$ cat config.mk
export PLATFORM = sky130hd
export DESIGN_NAME = intdiv_otf_conv
export DESIGN_NICKNAME = d
export VERILOG_FILES = /design/src/rtl/intdiv_otf_conv_pkg.sv /design/src/rtl/intdiv_otf_conv_cell.sv /design/src/rtl/intdiv_otf_conv.sv
export SDC_FILE = /design/constraint.sdc
export NUM_CORES = 1
export LEC_CHECK = 0
export ABC_AREA = 0
export CAP_MARGIN = 40
export CORE_MARGIN = 2
export CORE_UTILIZATION = 25
export DETAILED_ROUTE_END_ITERATION = 16
export PLACE_DENSITY = 0.42
export SLEW_MARGIN = 5
export SYNTH_ARGS = -nofsm -noshare
export SYNTH_HDL_FRONTEND = slang
export SYNTH_SLANG_ARGS = --single-unit
$ cat constraint.sdc
create_clock -name clk -period 1.9 [get_ports clk]
set_clock_uncertainty 0.15 [all_clocks]
set_input_delay 0.57 -clock clk [delete_from_list [all_inputs] [get_ports clk]]
set_output_delay 0.57 -clock clk [all_outputs]
set_load 0.05 [all_outputs]
$ cat src/rtl/intdiv_otf_conv_pkg.sv
// Shared definitions for the divider on-the-fly converter.
//  - SD2 digit/sign encodings (p,n), value = p - n
//  - FSM state encoding for intdiv_otf_conv
//  - sd2_is_zero(): true for either zero code
package intdiv_otf_conv_pkg;

  localparam logic [1:0] ZERO_1 = 2'b00;
  localparam logic [1:0] NEG1   = 2'b01;
  localparam logic [1:0] POS1   = 2'b10;
  localparam logic [1:0] ZERO_2 = 2'b11;

  typedef enum logic [1:0] {
    IDLE = 2'd0,
    RUN  = 2'd1,
    DONE = 2'd2
  } state_e;

  // Both (0,0) and (1,1) mean zero.
  function automatic logic sd2_is_zero(input logic [1:0] d);
    return d[1] == d[0];
  endfunction

endpackage

$ cat src/rtl/intdiv_otf_conv_cell.sv
// One on-the-fly conversion step: next Q / QM from the current pair and one
// SD2 digit. Q holds the converted prefix, QM holds Q - 1; a -1 digit then
// needs no borrow propagation because it selects from QM instead.
// Ports:
//  q, qm         in   N   current registers
//  digit         in   2   SD2 digit (either zero code is zero)
//  q_next        out  N   updated Q
//  qm_next       out  N   updated QM
module intdiv_otf_conv_cell
  import intdiv_otf_conv_pkg::*;
#(
  parameter int N = 16
) (
  input  logic [N-1:0] q,
  input  logic [N-1:0] qm,
  input  logic [1:0]   digit,
  output logic [N-1:0] q_next,
  output logic [N-1:0] qm_next
);

  // NOTE: every output gets a default first, so no path leaves it unassigned
  // and no latch is inferred.
  always_comb begin
    q_next  = {q[N-2:0], 1'b0};
    qm_next = {qm[N-2:0], 1'b1};
    if (digit == POS1) begin
      q_next  = {q[N-2:0], 1'b1};
      qm_next = {q[N-2:0], 1'b0};
    end else if (digit == NEG1) begin
      q_next  = {qm[N-2:0], 1'b1};
      qm_next = {qm[N-2:0], 1'b0};
    end
  end

endmodule

$ cat src/rtl/intdiv_otf_conv.sv
// On-the-fly converter for the divider back end. Consumes an MSB-first SD2
// magnitude digit stream and builds the nonnegative binary magnitude in Q/QM
// without a final carry-propagate addition. Also registers the quotient sign.
// Ports:
//  clk, rst_n     clock, asynchronous active-low reset
//  start          begin a conversion (IDLE only)
//  digit_in       SD2 digit, MSB first
//  digit_valid    digit_in/sign_in valid
//  digit_ready    registered; high throughout RUN
//  sign_in        SD2 running sign, sampled with each digit
//  result         N-bit magnitude, held while result_valid
//  res_sign       SD2 quotient sign (NEG1, POS1 or ZERO_1)
//  result_valid   result/res_sign hold a finished conversion
//  result_ready   consumer takes the result
module intdiv_otf_conv
  import intdiv_otf_conv_pkg::*;
#(
  parameter int N = 16
) (
  input  logic         clk,
  input  logic         rst_n,
  input  logic         start,
  input  logic [1:0]   digit_in,
  input  logic         digit_valid,
  output logic         digit_ready,
  input  logic [1:0]   sign_in,
  output logic [N-1:0] result,
  output logic [1:0]   res_sign,
  output logic         result_valid,
  input  logic         result_ready
);

  localparam int CNT_W = $clog2(N);

  state_e             state_q, state_d;
  logic   [N-1:0]     q, qm;
  logic   [N-1:0]     q_next, qm_next;
  logic   [CNT_W-1:0] cnt;
  logic               accept;
  logic               last;

  assign accept = (state_q == RUN) && digit_valid && digit_ready;
  assign last   = (cnt == CNT_W'(N - 1));

  intdiv_otf_conv_cell #(.N(N)) u_cell (
    .q       (q),
    .qm      (qm),
    .digit   (digit_in),
    .q_next  (q_next),
    .qm_next (qm_next)
  );

  // NOTE: sequential state uses non-blocking assignments so every register
  // samples pre-edge values regardless of statement order.
  always_ff @(posedge clk or negedge rst_n) begin
    if (!rst_n) state_q <= IDLE;
    else        state_q <= state_d;
  end

  always_comb begin
    state_d = state_q;
    case (state_q)
      IDLE:    if (start)          state_d = RUN;
      RUN:     if (accept && last) state_d = DONE;
      DONE:    if (result_ready)   state_d = IDLE;
      default:                     state_d = IDLE;
    endcase
  end

  // NOTE: every datapath register has a defined reset value; a reset mid-stream
  // must discard the partial Q/QM and the previous result alike.
  always_ff @(posedge clk or negedge rst_n) begin
    if (!rst_n) begin
      q            <= '0;
      qm           <= '1;
      cnt          <= '0;
      digit_ready  <= 1'b0;
      result       <= '0;
      res_sign     <= ZERO_1;
      result_valid <= 1'b0;
    end else begin
      case (state_q)
        IDLE: begin
          if (start) begin
            q           <= '0;
            qm          <= '1;  // QM = Q - 1 = -1, wraps by design
            cnt         <= '0;
            digit_ready <= 1'b1;
          end
        end
        RUN: begin
          if (accept) begin
            q  <= q_next;
            qm <= qm_next;
            if (last) begin
              // Only the sign travelling with the final digit is ever
              // observed, so it goes straight into res_sign. A zero sign
              // means the whole stream was zero; canonicalise to ZERO_1.
              cnt          <= '0;
              result       <= q_next;
              res_sign     <= sd2_is_zero(sign_in) ? ZERO_1 : sign_in;
              result_valid <= 1'b1;
              digit_ready  <= 1'b0;
            end else begin
              cnt <= cnt + 1'b1;
            end
          end
        end
        DONE: begin
          if (result_ready) result_valid <= 1'b0;
        end
        default: ;
      endcase
    end
  end

endmodule
==> results.json <==
{
  "yosysTopAreaCell": "sky130_fd_sc_hd__dfrtp_1",
  "peakVddDrop_mv": 0.5550,
  "detailedRoute.firstPassIterationCount": 4,
  "worst-r2r-setup-slack_ns": 0.34,
  "worstRegToRegCells": 5,
  "first_global_vias": 1809,
  "reg2reg_from": "digit_ready",
  "timing.max_cap.violations": 0,
  "total_nets_final": 282,
  "drt_wl_total_um": 5486,
  "ys_seq_area_share_pct": 55.07,
  "worst_path_dominant_cell_family": "buffers and inverters",
  "post-route-drc-count": 0,
  "cp-start-kind": "primary input",
  "floorplan_die_width_um": 105.6,
  "post_synth_main_area_contributors": "sky130_fd_sc_hd__dfrtp_1 (40%), sky130_fd_sc_hd__dfstp_2 (15%), sky130_fd_sc_hd__mux2i_1 (11%)",
  "fp-row-count": 37,
  "clk_path_buf_depth": 2,
  "critPathRequiredTime_ns": 1.97,
  "grt_first_pass_wirelength_um": 9459,
  "clk_transition_reported_paths_ns": 0.11,
  "period_needed_ns": 1.776,
  "cts_root_buffer": "sky130_fd_sc_hd__clkbuf_8",
  "number_of_hold_slack_violations_in_the_final_timing_report": 0,
  "floorplan.initialDensity_pct": 25.32,
  "area_growth_pct": 38.09,
  "power_leakage_uw": 0.001461,
  "cts.htree.levels": 2,
  "clock_sinks": 56,
  "postCtsHoldBufs": 0,
  "grt_util_all_layers_pct": 10.80,
  "drc_violation_total_after_the_first_tritonroute_iteration": 71,
  "slew_violations": 0,
  "cp_slowest_stage_delay_ns": 0.49,
  "setup_total_negative_slack_ns": 0,
  "worst-path-max-fanout": 32,
  "post-synth-top-count-cell": "sky130_fd_sc_hd__dfrtp_1",
  "rr_endpoint": "result[7]",
  "synth_async_sr_flop_share_pct": 100.0,
  "cp.arrival_ns": 1.85,
  "postRouteAntennaNets": 0,
  "path_depth": 6,
  "final_layout_size_suffix_gt1_share_pct": 35.42,
  "syn-instance-count": 233,
  "ys_dominant_reg_cell": "sky130_fd_sc_hd__dfrtp_1",
  "result_of_the_run": "complete, no violations",
  "grt_antenna_before_repair": 0,
  "critical_path_class": "in -> reg",
  "worst_slew_margin_relative_to_its_limit_pct": 79.11,
  "cp_slowest_cell": "sky130_fd_sc_hd__clkdlybuf4s50_1",
  "max_freq_mhz": 562.9,
  "critical_path.endpoint": "result[7]",
  "port-buffer-count": 28,
  "route.vias.total": 1776,
  "hold_class": "in -> async",
  "worstSetupStartpoint": "digit_valid",
  "dp.final_hpwl_um": 3626,
  "synth_enable_flop_cells": 0,
  "cp_num_buf_inv": 2,
  "clock_latency_ns": 0.32,
  "synth.yosys.warnings": 0,
  "ys_ff_latch": 56,
  "power_density_nw_per_um2": 1665,
  "unrepaired_setup_endpoints_after_global_routing": "no",
  "cts_buffers": 5,
  "tritoncts": "built",
  "report.final.setup_viol": 0,
  "post_drt_via_cell_ratio": 4.364,
  "synth.distinct_cells": 28,
  "gp_congestion": 0.7576,
  "die-height_um": 105.6,
  "place_inst": 397,
  "syn_area_um2": 2579,
  "global_route.overflow_total": 0,
  "layout.filler_cells": 1039,
  "syn-mean-instance-area_um2": 11.07,
  "final.period_utilization_pct": 93.50,
  "place_ws_ns": -0.4694,
  "worst_slack_ns": 0.1235,
  "finish.cell_count_without_fillers": 407,
  "net_count_after_synthesis": 245,
  "synth_top_cells_by_count": "sky130_fd_sc_hd__dfrtp_1 (41), sky130_fd_sc_hd__nand2_1 (35), sky130_fd_sc_hd__mux2i_1 (29), sky130_fd_sc_hd__o21ai_2 (17), sky130_fd_sc_hd__nor2_1 (16)",
  "largest_net_degree_at_the_start_of_global_routing": 57,
  "design.portCount": 29,
  "core_um2": 10180,
  "synthDominantCellAreaShare_pct": 39.79,
  "tightestPinTransition_ns": 0.3134,
  "path_cells": "clkdlybuf4s50_1 -> and4b_1 -> nand4_4 -> buf_12 -> nand2_1 -> o21ai_2",
  "design.die.area_um2": 11140,
  "avgRoutedWirePerCell_um": 13.48,
  "crit_path_end_kind": "flip-flop",
  "num_antenna_cells": 0
}
==> layer usage <==
layer / GRT usage, % / routed length [um] / vias to the layer above
li1: - / - / 893
met1: 14.92 / 2628 / 835
met2: 16.87 / 2550 / 35
met3: 2.845 / 225 / 13
met4: 2.726 / 81 / 0
met5: 0 / 0 / -
==> area by class of cell <==
class / count / area [um^2] / area share (%)
multi-input cells: 158 / 1182 / 33.20
clock buffers: 5 / 68.82 / 1.933
clock inverters: 3 / 21.27 / 0.5973
inverters: 4 / 15.01 / 0.4216
repair buffers: 45 / 683.2 / 19.18
flip-flops and latches: 56 / 1420 / 39.88
well taps: 136 / 170.2 / 4.779
==> power breakdown <==
| group | internal [uW] | total [uW] | switching [uW] |
|---|---|---|---|
| Sequential | 1810 | 2410 | 598 |
| Clock | 263 | 674 | 412 |
| Combinational | 1390 | 2850 | 1450 |
==> kinds of logic (layout without fill, tap and decap cells) <==
family                   Yosys count  in the layout  share of synthesized area [%]
buffers and inverters             19             57                          5.240
flip-flops                        56             56                          55.07
AND/OR/NAND/NOR                   64             64                          11.45
adder cells (fa/ha/maj)            3              3                          1.456
multiplexers                      29             29                          11.26
AO/OA/AOI/OAI                     62             62                          15.53
==> stage by stage <==
| step | cell area, um^2 | util [%] | hold WS (ns) | total power (uW) |
|---|---|---|---|---|
| final | 3561 | 34.96 | 0.08563 | 5929 |
| after global routing | 3561 | 34.96 | 0.07483 | 6324 |
| after CTS | 3561 | 34.96 | 0.09318 | 6009 |
| after detailed placement | 3306 | 32.46 | 0.3380 | 5113 |
| after global placement | 3306 | 32.46 | 0.3256 | 5086 |
| after floorplan | 2630 | - | 0.1244 | 3856 |
==> how the worst min path moves through the flow <==
stage               cells after the start  start    endpoint
finish                                  2  rst_n        q[7]
global route                            2  rst_n        q[7]
CTS                                     2  rst_n  result[12]
detailed placement                      2  q[14]       q[14]
global placement                        2  q[14]       q[14]
floorplan                               0  rst_n      cnt[0]
==> repair_timing <==
| item | in CTS | in global routing |
|---|---|---|
| endpoints found under the setup margin | 25 | 0 |
| resized for setup | 20 | 0 |
| setup buffers | 1 | 0 |
==> worst register-to-register path, cell delays in order, from the launching register on <==
cell,delay [ns]
sky130_fd_sc_hd__dfrtp_1,0.50
sky130_fd_sc_hd__and4b_1,0.32
sky130_fd_sc_hd__nand4_4,0.14
sky130_fd_sc_hd__buf_12,0.20
sky130_fd_sc_hd__nand2_1,0.11
sky130_fd_sc_hd__o21ai_2,0.05
==> placed cells by master, fill, tap and decap left out, types with 2 or more instances in the layout <==
| cell | Yosys | final |
|---|---|---|
| sky130_fd_sc_hd__nand3_1 | 3 | 3 |
| sky130_fd_sc_hd__nand2_1 | 35 | 35 |
| sky130_fd_sc_hd__dlygate4sd2_1 | 0 | 2 |
| sky130_fd_sc_hd__nand2b_1 | 4 | 4 |
| sky130_fd_sc_hd__buf_4 | 1 | 11 |
| sky130_fd_sc_hd__dfstp_2 | 15 | 15 |
| sky130_fd_sc_hd__a21oi_1 | 15 | 15 |
| sky130_fd_sc_hd__o21ai_1 | 9 | 15 |
| sky130_fd_sc_hd__inv_1 | 4 | 4 |
| sky130_fd_sc_hd__clkdlybuf4s50_1 | 0 | 5 |
| sky130_fd_sc_hd__o21ai_2 | 17 | 17 |
| sky130_fd_sc_hd__and4b_1 | 2 | 2 |
| sky130_fd_sc_hd__a21o_1 | 2 | 2 |
| sky130_fd_sc_hd__a22o_1 | 2 | 2 |
| sky130_fd_sc_hd__buf_12 | 0 | 25 |
| sky130_fd_sc_hd__mux2i_4 | 0 | 11 |
| sky130_fd_sc_hd__mux2i_2 | 0 | 3 |
| sky130_fd_sc_hd__o21ai_0 | 13 | 7 |
| sky130_fd_sc_hd__nor2_1 | 16 | 16 |
| sky130_fd_sc_hd__ha_1 | 3 | 2 |
| sky130_fd_sc_hd__clkbuf_8 | 0 | 5 |
| sky130_fd_sc_hd__mux2i_1 | 29 | 15 |
| sky130_fd_sc_hd__dfrtp_1 | 41 | 41 |
==> flip-flops by register name, indices dropped and copies added, names as in the netlist <==
register      cells
state_q           2
result           16
qm               15
q                15
digit_ready       1
res_sign          2
cnt               4
result_valid      1
Note: power is estimated with default switching activity, not from simulation.
